===== src/rtl/ps2_pkg.sv =====
// Shared types and constants for the PS/2 receive path.
package ps2_pkg;

  typedef enum logic [1:0] {
    IDLE  = 2'd0,
    SHIFT = 2'd1,
    DONE  = 2'd2
  } state_t;

  // Bits captured after the start bit: d0..d7, parity, stop.
  localparam int FRAME_DATA_BITS = 10;
  localparam int STOP_IDX        = 9;

endpackage


===== src/rtl/ps2_clk_filter.sv =====
// Synchronizes ps2c, debounces it over FILTER_LEN samples and flags falling edges.
module ps2_clk_filter #(
  parameter int FILTER_LEN = 8
) (
  input  logic clk,
  input  logic reset_n,
  input  logic ps2c,
  output logic filt_c,
  output logic fall
);

  logic [1:0]            r_sync;
  logic [FILTER_LEN-1:0] r_shift;
  logic                  r_filt_c;
  logic                  r_filt_prev;

  // Everything resets to the idle-high bus level so reset never fakes an edge.
  always_ff @(posedge clk or negedge reset_n) begin
    if (!reset_n) begin
      r_sync      <= '1;
      r_shift     <= '1;
      r_filt_c    <= 1'b1;
      r_filt_prev <= 1'b1;
    end else begin
      // NOTE: non-blocking so each flop samples its predecessor's pre-edge value.
      r_sync      <= {r_sync[0], ps2c};
      r_shift     <= {r_shift[FILTER_LEN-2:0], r_sync[1]};
      if (&r_shift)
        r_filt_c <= 1'b1;
      else if (~|r_shift)
        r_filt_c <= 1'b0;
      r_filt_prev <= r_filt_c;
    end
  end

  assign filt_c = r_filt_c;
  assign fall   = r_filt_prev & ~r_filt_c;

endmodule


===== src/rtl/ps2_rx.sv =====
// PS/2 frame receiver: one byte per frame with parity, framing and timeout status.
module ps2_rx
  import ps2_pkg::*;
#(
  parameter int FILTER_LEN     = 8,
  parameter int TIMEOUT_CYCLES = 50000,
  parameter int TO_W           = 16
) (
  input  logic       clk,
  input  logic       reset_n,
  input  logic       ps2c,
  input  logic       ps2d,
  input  logic       rx_en,
  output logic [7:0] dout,
  output logic       rx_done_tick,
  output logic       parity_err,
  output logic       frame_err,
  output logic       timeout_tick,
  output logic       busy
);

  localparam logic [TO_W-1:0] TO_LAST = TO_W'(TIMEOUT_CYCLES - 1);
  localparam logic [3:0]      STOP_CNT = 4'(STOP_IDX);

  logic                       w_fall;
  logic                       w_data;
  logic [1:0]                 r_d_sync;

  state_t                     r_state,      w_state_n;
  logic [3:0]                 r_bit_cnt,    w_bit_cnt_n;
  logic [FRAME_DATA_BITS-1:0] r_sr,         w_sr_n;
  logic [TO_W-1:0]            r_to_cnt,     w_to_cnt_n;
  logic [7:0]                 r_dout,       w_dout_n;
  logic                       r_parity_err, w_parity_err_n;
  logic                       r_frame_err,  w_frame_err_n;
  logic                       r_done_tick,  w_done_tick_n;
  logic                       r_to_tick,    w_to_tick_n;

  ps2_clk_filter #(.FILTER_LEN(FILTER_LEN)) u_clk_filter (
    .clk     (clk),
    .reset_n (reset_n),
    .ps2c    (ps2c),
    .filt_c  (),
    .fall    (w_fall)
  );

  assign w_data = r_d_sync[1];

  always_ff @(posedge clk or negedge reset_n) begin
    if (!reset_n) begin
      r_d_sync     <= '1;
      r_state      <= IDLE;
      r_bit_cnt    <= '0;
      r_sr         <= '0;
      r_to_cnt     <= '0;
      r_dout       <= '0;
      r_parity_err <= 1'b0;
      r_frame_err  <= 1'b0;
      r_done_tick  <= 1'b0;
      r_to_tick    <= 1'b0;
    end else begin
      r_d_sync     <= {r_d_sync[0], ps2d};
      r_state      <= w_state_n;
      r_bit_cnt    <= w_bit_cnt_n;
      r_sr         <= w_sr_n;
      r_to_cnt     <= w_to_cnt_n;
      r_dout       <= w_dout_n;
      r_parity_err <= w_parity_err_n;
      r_frame_err  <= w_frame_err_n;
      r_done_tick  <= w_done_tick_n;
      r_to_tick    <= w_to_tick_n;
    end
  end

  always_comb begin
    // NOTE: every target gets a default first, so no path can infer a latch.
    w_state_n      = r_state;
    w_bit_cnt_n    = r_bit_cnt;
    w_sr_n         = r_sr;
    w_to_cnt_n     = r_to_cnt;
    w_dout_n       = r_dout;
    w_parity_err_n = r_parity_err;
    w_frame_err_n  = r_frame_err;
    w_done_tick_n  = 1'b0;
    w_to_tick_n    = 1'b0;

    case (r_state)
      IDLE: begin
        if (w_fall && rx_en && !w_data) begin
          w_state_n   = SHIFT;
          w_bit_cnt_n = '0;
          w_to_cnt_n  = '0;
        end
      end
      SHIFT: begin
        // A fall on the terminal count still wins over the timeout.
        if (w_fall) begin
          w_sr_n      = {w_data, r_sr[FRAME_DATA_BITS-1:1]};
          w_bit_cnt_n = r_bit_cnt + 4'd1;
          w_to_cnt_n  = '0;
          if (r_bit_cnt == STOP_CNT)
            w_state_n = DONE;
        end else if (r_to_cnt == TO_LAST) begin
          w_state_n   = IDLE;
          w_to_tick_n = 1'b1;
        end else begin
          w_to_cnt_n  = r_to_cnt + 1'b1;
        end
      end
      DONE: begin
        w_dout_n       = r_sr[7:0];
        w_parity_err_n = ~^r_sr[8:0];
        w_frame_err_n  = ~r_sr[STOP_IDX];
        w_done_tick_n  = 1'b1;
        w_state_n      = IDLE;
      end
      default: w_state_n = IDLE;
    endcase
  end

  assign dout         = r_dout;
  assign parity_err   = r_parity_err;
  assign frame_err    = r_frame_err;
  assign rx_done_tick = r_done_tick;
  assign timeout_tick = r_to_tick;
  assign busy         = (r_state != IDLE);

endmodule


===== config.mk =====
export PLATFORM = sky130hd
export DESIGN_NAME = ps2_rx
export DESIGN_NICKNAME = d
export VERILOG_FILES = /design/src/rtl/ps2_pkg.sv /design/src/rtl/ps2_clk_filter.sv /design/src/rtl/ps2_rx.sv
export SDC_FILE = /design/constraint.sdc
export NUM_CORES = 1
export LEC_CHECK = 0
export ABC_CLOCK_PERIOD_IN_PS = 2600
export CAP_MARGIN = 10
export CORE_AREA = 2 2 71 73
export CTS_BUF_LIST = sky130_fd_sc_hd__clkbuf_8
export DETAILED_ROUTE_END_ITERATION = 10
export DIE_AREA = 0 0 73 75
export PLACE_DENSITY = 0.75
export RECOVER_POWER = 25
export SYNTH_ARGS = -nofsm -noshare
export SYNTH_HDL_FRONTEND = slang
export SYNTH_HIERARCHICAL = 1
export SYNTH_SLANG_ARGS = --single-unit

===== constraint.sdc =====
create_clock -name clk -period 2.6 [get_ports clk]
set_input_delay 0.26 -clock clk [delete_from_list [all_inputs] [get_ports clk]]
set_output_delay 0.26 -clock clk [all_outputs]
set_load 0.01 [all_outputs]

[Word-level counts from Yosys, hierarchy flattened]
Cells that the tools add are included.
Cells by class
  add/subtract/negate cells: 2
  equal/unequal tests: 10
  mux-type cells: 18
  bitwise logic cells: 3
  reductions and logical operators: 13
Operators with widths (number)
  16-bit 2-to-1 mux: 3
  16-bit case mux with 2 select lines: 1
  16-bit by 1-bit adder with 16-bit output (second input constant): 1
  16-bit equality test (second input constant): 1
  3-bit inequality test (second input constant): 3
  3-bit AND reduction: 3
  9-bit XNOR reduction: 1
  2-bit 2-to-1 mux: 4
  4-bit 2-to-1 mux: 2
  4-bit case mux with 2 select lines: 1
  8-bit AND reduction: 1
  8-bit OR reduction: 1
  1-bit 2-to-1 mux: 6
  4-bit by 1-bit adder with 4-bit output (second input constant): 1
  4-bit equality test (second input constant): 1
  2-bit inequality test (second input constant): 2
  2-bit case mux with 2 select lines: 1
  2-bit nonzero test: 2
  2-bit by 1-bit equality test with 1-bit output (second input constant): 1
  2-bit equality test (second input constant): 1
  1-bit logical AND: 2
  2-bit zero test: 1
  2-bit by 1-bit inequality test with 1-bit output (second input constant): 1
  1-bit NOT: 2
  3 further kinds: 3
Word-level totals
  register bits: 58
  input port bits: 5
  output and inout port bits: 13
  logic and storage cells: 60

[Logic depth before layout (Yosys ltp)]
Gate-level depths: netlist (run 1).
  depth after elaboration: 6
  depth in mapped cells: 7
  mapped depth without buffers: 6

[By module]
The synthesis (run 1) kept the hierarchy.
By module, submodules not included
  ps2_rx: instances 1, cells each 215, area each 2153.3 um^2, seq. area each 1153.6 um^2
  ps2_clk_filter: instances 1, cells each 19, area each 359.1 um^2, seq. area each 315.3 um^2

[Worst setup path before layout (run 1)]
No wires, ideal clock.
  kind: reg2reg
  start: register u_clk_filter.r_filt_c (netlist: u_clk_filter/filt_c)
  end: register r_to_cnt[5]
  setup time: 0.095 ns
  arrival: 1.801 ns
  slack: 0.703 ns
  cell stages (with the launch flop): 8
  buffers on the path: 1
  path through: dfstp_2 -> nor2b_1 -> nor3b_1 -> nand2_1 -> o31ai_4 -> buf_6 -> o21ai_0 -> o31ai_1
Between the ends
  cells in the longest elaborated chain, start to end: 6
  elaborated cells between the ends (all ways): 9
  classes of those cells: eq/ne: 2; mux: 2; bitwise: 2; reduce/logical: 3
RTL lines
  from (decl): line ps2_clk_filter.sv:14  | logic r_filt_c;
  from (signal assigned): line ps2_clk_filter.sv:22  | r_filt_c <= 1'b1;
  from (signal assigned): line ps2_clk_filter.sv:29  | r_filt_c <= 1'b1;
  from (signal assigned): line ps2_clk_filter.sv:31  | r_filt_c <= 1'b0;
  1-bit NOT *: line ps2_clk_filter.sv:37  | assign fall = r_filt_prev & ~r_filt_c;
  1-bit AND *: line ps2_clk_filter.sv:37
  net w_fall: line ps2_rx.sv:25  | logic w_fall;
  1-bit logical AND (2 in series): line ps2_rx.sv:89  | if (w_fall && rx_en && !w_data) begin
  2-bit inequality test (no line)
  3-bit AND reduction (no line)
  to (signal assigned): line ps2_rx.sv:66  | r_to_cnt <= w_to_cnt_n;
  to (decl): line ps2_rx.sv:32  | logic [TO_W-1:0] r_to_cnt, w_to_cnt_n;
Mark *: on every way through the listed nets, which the timed path passes. The rest lies on a longest branch.
A chain may end at the register's enable or synchronous reset.

[Worst setup path in the final report (run 1)]
  start: register r_to_cnt[11]
  end: register r_to_cnt[15]
Between the ends
  cells in the longest elaborated chain, start to end: 4
  elaborated cells between the ends (all ways): 7
  classes of those cells: add/sub: 1; eq/ne: 2; mux: 3; reduce/logical: 1
RTL lines
  16-bit by 1-bit adder with 16-bit output: line ps2_rx.sv:107  | w_to_cnt_n = r_to_cnt + 1'b1;
  16-bit 2-to-1 mux: line ps2_rx.sv:103  | end else if (r_to_cnt == TO_LAST) begin
  16-bit 2-to-1 mux: line ps2_rx.sv:97  | if (w_fall) begin
  16-bit case mux with 2 select lines: line ps2_rx.sv:87  | case (r_state)
Several ways; a longest one is shown, not always the timed one. The select of a mux whose other input is x is not followed.

==> results of run 1 <==
-- power by group --
| part | switching, mW | internal [mW] | total (mW) |
|---|---|---|---|
| clock network | 0.353 | 0.617 | 0.970 |
| logic | 0.325 | 0.242 | 0.567 |
| registers | 0.126 | 1.03 | 1.16 |
| total | 0.803 | 1.89 | 2.70 |
-- area by class of cell --
cell class,count,area [µm²],area share (%)
Inverter,6,22.5,0.750
Timing Repair Buffer,26,230,7.66
Tap cell,54,67.6,2.25
Multi-Input combinational cell,163,978,32.6
Clock inverter,4,71.3,2.37
Clock buffer,12,165,5.50
Sequential cell,58,1470,48.9
-- final timing paths --
path                                          start                  endpoint  slack, ps  cells after the start
setup / recovery           r_to_cnt[11]$_DFFE_PN0P_  r_to_cnt[15]$_DFFE_PN0P_        420                      5
hold reg to reg               r_d_sync[0]$_DFF_PN1_     r_d_sync[1]$_DFF_PN1_        360                      0
setup reg to reg           r_to_cnt[11]$_DFFE_PN0P_  r_to_cnt[15]$_DFFE_PN0P_        420                      5
min in group asynchronous                   reset_n    rx_done_tick$_DFF_PN0_        460                      2
hold / removal                r_d_sync[0]$_DFF_PN1_     r_d_sync[1]$_DFF_PN1_        360                      0
max in group asynchronous                   reset_n   r_to_cnt[4]$_DFFE_PN0P_        700                      3
-- cells in the mapped netlist (2+ instances only) --
cell | n | area share (%)
sky130_fd_sc_hd__a21o_1 | 2 | 0.60
sky130_fd_sc_hd__a21oi_1 | 7 | 1.4
sky130_fd_sc_hd__a21oi_2 | 2 | 0.70
sky130_fd_sc_hd__a22o_1 | 2 | 0.70
sky130_fd_sc_hd__a31oi_1 | 6 | 1.5
sky130_fd_sc_hd__a41oi_1 | 2 | 0.70
sky130_fd_sc_hd__and3_1 | 4 | 1.0
sky130_fd_sc_hd__buf_6 | 2 | 0.90
sky130_fd_sc_hd__clkbuf_1 | 3 | 0.45
sky130_fd_sc_hd__dfrtp_1 | 44 | 44
sky130_fd_sc_hd__dfstp_2 | 14 | 15
sky130_fd_sc_hd__ha_1 | 3 | 1.5
sky130_fd_sc_hd__inv_1 | 6 | 0.90
sky130_fd_sc_hd__mux2_2 | 8 | 3.6
sky130_fd_sc_hd__nand2_1 | 42 | 6.3
sky130_fd_sc_hd__nand3_1 | 10 | 2.0
sky130_fd_sc_hd__nand3b_1 | 3 | 0.90
sky130_fd_sc_hd__nand4_1 | 4 | 1.0
sky130_fd_sc_hd__nor2_1 | 12 | 1.8
sky130_fd_sc_hd__nor3b_1 | 2 | 0.60
sky130_fd_sc_hd__nor4_1 | 2 | 0.50
sky130_fd_sc_hd__o21ai_0 | 19 | 3.8
sky130_fd_sc_hd__o21ai_1 | 4 | 0.80
sky130_fd_sc_hd__o31ai_1 | 4 | 1.2
sky130_fd_sc_hd__or3_1 | 3 | 0.75
sky130_fd_sc_hd__or4_1 | 3 | 0.90
sky130_fd_sc_hd__xnor2_1 | 6 | 2.1
sky130_fd_sc_hd__xor2_1 | 3 | 1.0
-- per-stage QoR --
step / setup slack (ps) / instance area [µm²] / power, mW / utilization, %
6_report: 420 / 3000 / 2.70 / 64.5
5_1_grt: 291 / 3000 / 2.85 / 64.5
3_3_place_gp: 527 / 2760 / 1.72 / 59.3
3_5_place_dp: 459 / 2760 / 1.73 / 59.3
4_1_cts: 437 / 3010 / 2.71 / 64.6
2_1_floorplan: 703 / 2510 / 1.57 / -
-- sequential cells by signal (all words and copies together) (netlist names), 2 cells and up --
name and cells:
r_to_cnt 16, r_sr 10, r_state 2, dout 8, r_bit_cnt 4, u_clk_filter/r_sync 2
u_clk_filter/r_shift 8, r_d_sync 2
-- routing by layer --
metal	track usage [%]	vias to the layer above	wire, µm
li1	-	885	-
met4	10.3	0	100
met5	0	-	0
met1	24.6	878	2120
met2	27.3	58	1960
met3	5.76	10	231
-- logic make-up (layout without fill, tap and decap cells) --
| group | Yosys count | in the layout | share of synthesized area (%) |
|---|---|---|---|
| adder cells (fa/ha/maj) | 3 | 3 | 1.49 |
| AND/OR/NAND/NOR | 93 | 93 | 18.2 |
| buffers and inverters | 13 | 48 | 2.59 |
| multiplexers | 8 | 8 | 3.59 |
| XOR/XNOR | 9 | 9 | 3.14 |
| AO/OA/AOI/OAI | 50 | 50 | 12.6 |
| flip-flops | 58 | 58 | 58.5 |
-- critical path, stage by stage (launching register included) --
cell and delay (ps):
sky130_fd_sc_hd__dfrtp_1 450, sky130_fd_sc_hd__or4_1 570, sky130_fd_sc_hd__or2_4 270, sky130_fd_sc_hd__o31ai_4 520
sky130_fd_sc_hd__o21ai_0 180, sky130_fd_sc_hd__o31ai_1 90
-- repair_timing --
action,CTS,global route
endpoints found under the hold margin,4,0
hold buffers,1,0
setup buffers,0,0
setup endpoints to repair,0,0
==> qor_table.md, run 1 <==
| Item | Reported | Unit |
| --- | --- | --- |
| Run status | complete, no violations | - |
| Number of distinct standard cells referenced by the synthesized netlist | 40 | - |
| Portion of the clock cycle consumed by the worst path in the final layout | 83.8 | % |
| Maximum number of pins on one net before global-route repair | 26 | - |
| Synthesized netlist net count | 242 | - |
| Category of the worst setup path launch point | register | - |
| Top library cells by usage in the layout, fill and taps aside | 44 x sky130_fd_sc_hd__dfrtp_1, 42 x sky130_fd_sc_hd__nand2_1, 19 x sky130_fd_sc_hd__o21ai_0 | - |
| Power density over the cells | 897 | nW/µm² |
| RSZ-0062 raised after global routing | false | - |
| Total congestion overflow | 0 | - |
| Total Neg Setup Slack | 0 | ps |
| Antenna-violating nets left | 0 | - |
| Effective utilization at floorplan | 53.9 | % |
| Number of hold-slack violations in the final timing report | 0 | - |
| ANT cells | 0 | - |
| Worst setup skew after layout | 6.71 | ps |
| Maximum clock frequency | 0.459 | GHz |
| Clock Pin Slew Worst Setup and Hold Paths | 60 | ps |
| Worst Path Class, Setup | register to register | - |
| Port Buf Inserts | 17 | - |
| Final Critical Period | 2180 | ps |
| Total of flip-flops plus latches after synthesis | 58 | - |
| Worst EP arrival | 2420 | ps |
| Synthesized area divided by synthesized cell count | 10.7 | µm² |
| Post-detail-place hpwl | 3020 | µm |
| Layout overhead on the synthesized area | 19.6 | % |
| Static leakage | 1.36 | nW |
| Die ar. | 5480 | µm² |
| Transition time of the tightest slew-check pin | 1120 | ps |
| Post-route non-filler standard cell count | 323 | - |
| Total Wirelength | 4410 | µm |
| Hold/Removal Path Class | register to register | - |
| DR DRC count | 0 | - |
| Die span in x | 73 | µm |
| Count of nets after finishing | 272 | - |
| Proportion of layout cells with a drive suffix above 1 | 16.0 | % |
| Count of pins over their slew limit | 0 | - |
| H-tree depth | 3 | - |
| Fillers | 386 | - |
| Die boundary height | 75 | µm |
| Average via count per standard cell | 5.67 | - |
| Number of standard cells after synthesis | 234 | - |
| Main synth FF type | sky130_fd_sc_hd__dfrtp_1 | - |
| # placed instances | 306 | - |
| Sequential share of the synthesized area | 58.5 | % |
| Maximum number of buffers from clock root to sink | 2 | - |
| Most common library cell in the layout ignoring fill and taps | sky130_fd_sc_hd__dfrtp_1 | - |
| FFs w/ async S/R, synth | 100 | % |
| Total standard cell area after synthesis | 2510 | µm² |
| Via Count | 1,831 | - |
| Tot GR Track Use | 18.5 | % |
| Rel. slew slack | 25.2 | % |
| Final hold slack | 358 | ps |
| Critical path peak fanout | 12 | - |
| Placeable Area | 4660 | µm² |
| Num Clock Sinks | 58 | - |
| Antenna violations before repair | 0 | - |
| Synthesis warning total | 6 | - |
| I/O Pins | 18 | - |
| Iteration-0 DRC count of the detailed router | 120 | - |
| TritonCTS clock tree | yes | - |
| Setup violations, final | 0 | - |
| EDFF count, synth | 0 | - |
| Resized cells post-CTS | 0 | - |
| Via count of the first global-routing pass | 1,649 | - |
| Wire per inst | 13.7 | µm |
| IR Drop Worst-Case VDD | 515 | µV |
| Global placement routability congestion | 0.875 | - |
| Nature of the critical path endpoint | register | - |
| Clock root buffer master | sky130_fd_sc_hd__clkbuf_8 | - |
| First-pass GRT wire length | 7430 | µm |
| Endpoint required time on the critical path | 2840 | ps |
| Worst skew pair latency | 340 | ps |
| MaxCap Viol Count | 0 | - |
| Inserted Clock Buffers | 9 | - |
| Site Rows | 25 | - |
| 1st-pass router iterations | 6 | - |
Power figures use the tool's default switching activity.
==> run 2, diff against run 1 <==
ABC_CLOCK_PERIOD_IN_PS = 1800   (was 2600)
CORE_AREA = 2 2 72 74   (was 2 2 71 73)
DIE_AREA = 0 0 74 76   (was 0 0 73 75)
PLACE_DENSITY = 0.76   (was 0.75)
clock period = 1.8 ns   (was 2.6 ns; I/O delays follow)
==> run 2 against run 1 <==
  * The run now ends with setup timing left
  * Count of clock-buffer cells in the layout decreased by 3
  * Clock power about the same
  * Total power increased by 44%
  * Hold slack got worse by 2.7 ps
  * Maximum frequency rose by 15%
  * Setup slack got worse by 510 ps
  * Non-clock buffer count increased by 27
  * Largest power group unchanged
  * Highest routed layer unchanged
==> qor_table.md, run 2 (synthesis results as in run 1) <==
| Item | Reported | Unit |
| --- | --- | --- |
| Final Critical Period | 1890 | ps |
| Total Neg Setup Slack | -675 | ps |
| # placed instances | 343 | - |
| H-tree depth | 3 | - |
| Count of pins over their slew limit | 0 | - |
| Nature of the critical path endpoint | register | - |
| ANT cells | 0 | - |
| Register with the highest flop count | r_to_cnt | - |
| Die span in x | 74 | µm |
| Longest individual stage delay on the worst path | 570 | ps |
| Die boundary height | 76 | µm |
| Layout overhead on the synthesized area | 30.4 | % |
| Hold/Removal Path Class | register to register | - |
| MaxCap Viol Count | 0 | - |
| Via Count | 1,981 | - |
| Proportion of layout cells with a drive suffix above 1 | 30.4 | % |
| Total congestion overflow | 0 | - |
| First-pass GRT wire length | 8830 | µm |
| Worst-path cell with the longest stage delay | sky130_fd_sc_hd__or4bb_4 | - |
| Effective utilization at floorplan | 51.1 | % |
| Failing checks | setup timing | - |
| Worst-case setup margin in the final layout | -94.6 | ps |
| Fillers | 364 | - |
| Antenna violations before repair | 0 | - |
| Die ar. | 5620 | µm² |
| Setup violations, final | 15 | - |
| Top flop regs | r_to_cnt: 16 flops, r_sr: 10 flops | - |
| Most common library cell in the layout ignoring fill and taps | sky130_fd_sc_hd__dfrtp_1 | - |
| Pre-CTS setup slack | -196 | ps |
| Placeable Area | 4910 | µm² |
| Static leakage | 1.50 | nW |
| Maximum number of buffers from clock root to sink | 2 | - |
| Cell Chain, Critical Path | or4bb_4, or2_4, o31ai_4, buf_6, buf_4, o31ai_2 | - |
| Largest register FFs | 16 | - |
| Maximum clock frequency | 0.528 | GHz |
| Worst Path Class, Setup | register to register | - |
| Average via count per standard cell | 5.41 | - |
| Run status | complete, but fails checks | - |
| Wire per inst | 14.3 | µm |
| Total placed instance area | 2980 | µm² |
| Number of hold-slack violations in the final timing report | 0 | - |
| Clock root buffer master | sky130_fd_sc_hd__clkbuf_8 | - |
| Num Clock Sinks | 58 | - |
| DR DRC count | 0 | - |
| Top Family by Delay on Critical Path | simple AND/OR/NAND/NOR gates | - |
| Global placement routability congestion | 0.862 | - |
| Iteration-0 DRC count of the detailed router | 173 | - |
| 1st-pass router iterations | 4 | - |
| Top library cells by usage in the layout, fill and taps aside | 44 x sky130_fd_sc_hd__dfrtp_1, 41 x sky130_fd_sc_hd__nand2_1, 31 x sky130_fd_sc_hd__buf_4 | - |
| Post-route non-filler standard cell count | 366 | - |
| Worst Path Buf+Inv | 2 | - |
| Worst EP arrival | 2110 | ps |
| Antenna-violating nets left | 0 | - |
| Count of nets after finishing | 299 | - |
| IR Drop Worst-Case VDD | 889 | µV |
| Category of the worst setup path launch point | register | - |
| Endpoint required time on the critical path | 2020 | ps |
| Critical path peak fanout | 8 | - |
| Port Buf Inserts | 17 | - |
| Core utilization of the finished layout | 66.7 | % |
| Worst setup skew after layout | 6.04 | ps |
| Tot GR Track Use | 20.7 | % |
| TritonCTS clock tree | yes | - |
| PnR Total Power | 3.89 | mW |
| I/O Pins | 18 | - |
| Clock Pin Slew Worst Setup and Hold Paths | 60 | ps |
| Transition time of the tightest slew-check pin | 1240 | ps |
| Via count of the first global-routing pass | 1,923 | - |
| Final hold slack | 355 | ps |
| Total Wirelength | 5230 | µm |
| Site Rows | 26 | - |
| Rel. slew slack | 17.2 | % |
| Inserted Clock Buffers | 9 | - |
| Portion of the clock cycle consumed by the worst path in the final layout | 105 | % |
| Maximum number of pins on one net before global-route repair | 59 | - |
| Post-detail-place hpwl | 3410 | µm |
| Fin area | 3280 | µm² |
| Worst skew pair latency | 340 | ps |
| Power density over the cells | 1190 | nW/µm² |
| RSZ-0062 raised after global routing | true | - |
[run 2: what timing repair did]
action,CTS,global route
hold buffers,1,0
gates resized for setup,22,12
setup buffers,3,3
pin swaps,8,5
endpoints found under the hold margin,44,0
gates cloned,0,0
setup endpoints to repair,17,17
[run 2: metal layers]
layer | global-route usage (%) | wire [µm] | vias up
met2 | 30.3 | 2550 | 30
li1 | - | - | 945
met3 | 6.48 | 172 | 11
met4 | 8.91 | 98 | 0
met1 | 28.2 | 2400 | 995
met5 | 0 | 0 | -
[run 2: area by class of cell]
type | instances | area (µm²) | area share [%]
sequential | 58 | 1470 | 44.8
tap | 70 | 87.6 | 2.67
clock inverter | 7 | 32.5 | 0.993
clock buffer | 9 | 124 | 3.78
timing repair buffer | 53 | 454 | 13.9
inverter | 6 | 22.5 | 0.688
multi-input combinational | 163 | 1090 | 33.2
[run 2: path summary, 6_finish.rpt]
path | startpoint | endpoint | slack [ps] | depth (start not counted)
max in group asynchronous | reset_n | r_to_cnt[13]$_DFFE_PN0P_ | 310 | 3
min in group asynchronous | reset_n | rx_done_tick$_DFF_PN0_ | 740 | 3
min | r_d_sync[0]$_DFF_PN1_ | r_d_sync[1]$_DFF_PN1_ | 360 | 0
max reg2reg | r_to_cnt[13]$_DFFE_PN0P_ | r_to_cnt[4]$_DFFE_PN0P_ | -90 | 6
max | r_to_cnt[13]$_DFFE_PN0P_ | r_to_cnt[4]$_DFFE_PN0P_ | -90 | 6
min reg2reg | r_d_sync[0]$_DFF_PN1_ | r_d_sync[1]$_DFF_PN1_ | 360 | 0
[run 2: power breakdown]
| group | internal, mW | switching [mW] | total [mW] |
|---|---|---|---|
| clock | 0.473 | 0.495 | 0.968 |
| combinational | 0.610 | 0.666 | 1.28 |
| sequential | 1.49 | 0.155 | 1.65 |
[run 2: worst reg2reg max path: cells and delay by family, from the launching register on]
| family | cells | cell delay, ps |
|---|---|---|
| AND/OR/NAND/NOR | 2 | 860 |
| AO/OA/AOI/OAI | 2 | 270 |
| flip-flops | 1 | 370 |
| buffers and inverters | 2 | 290 |
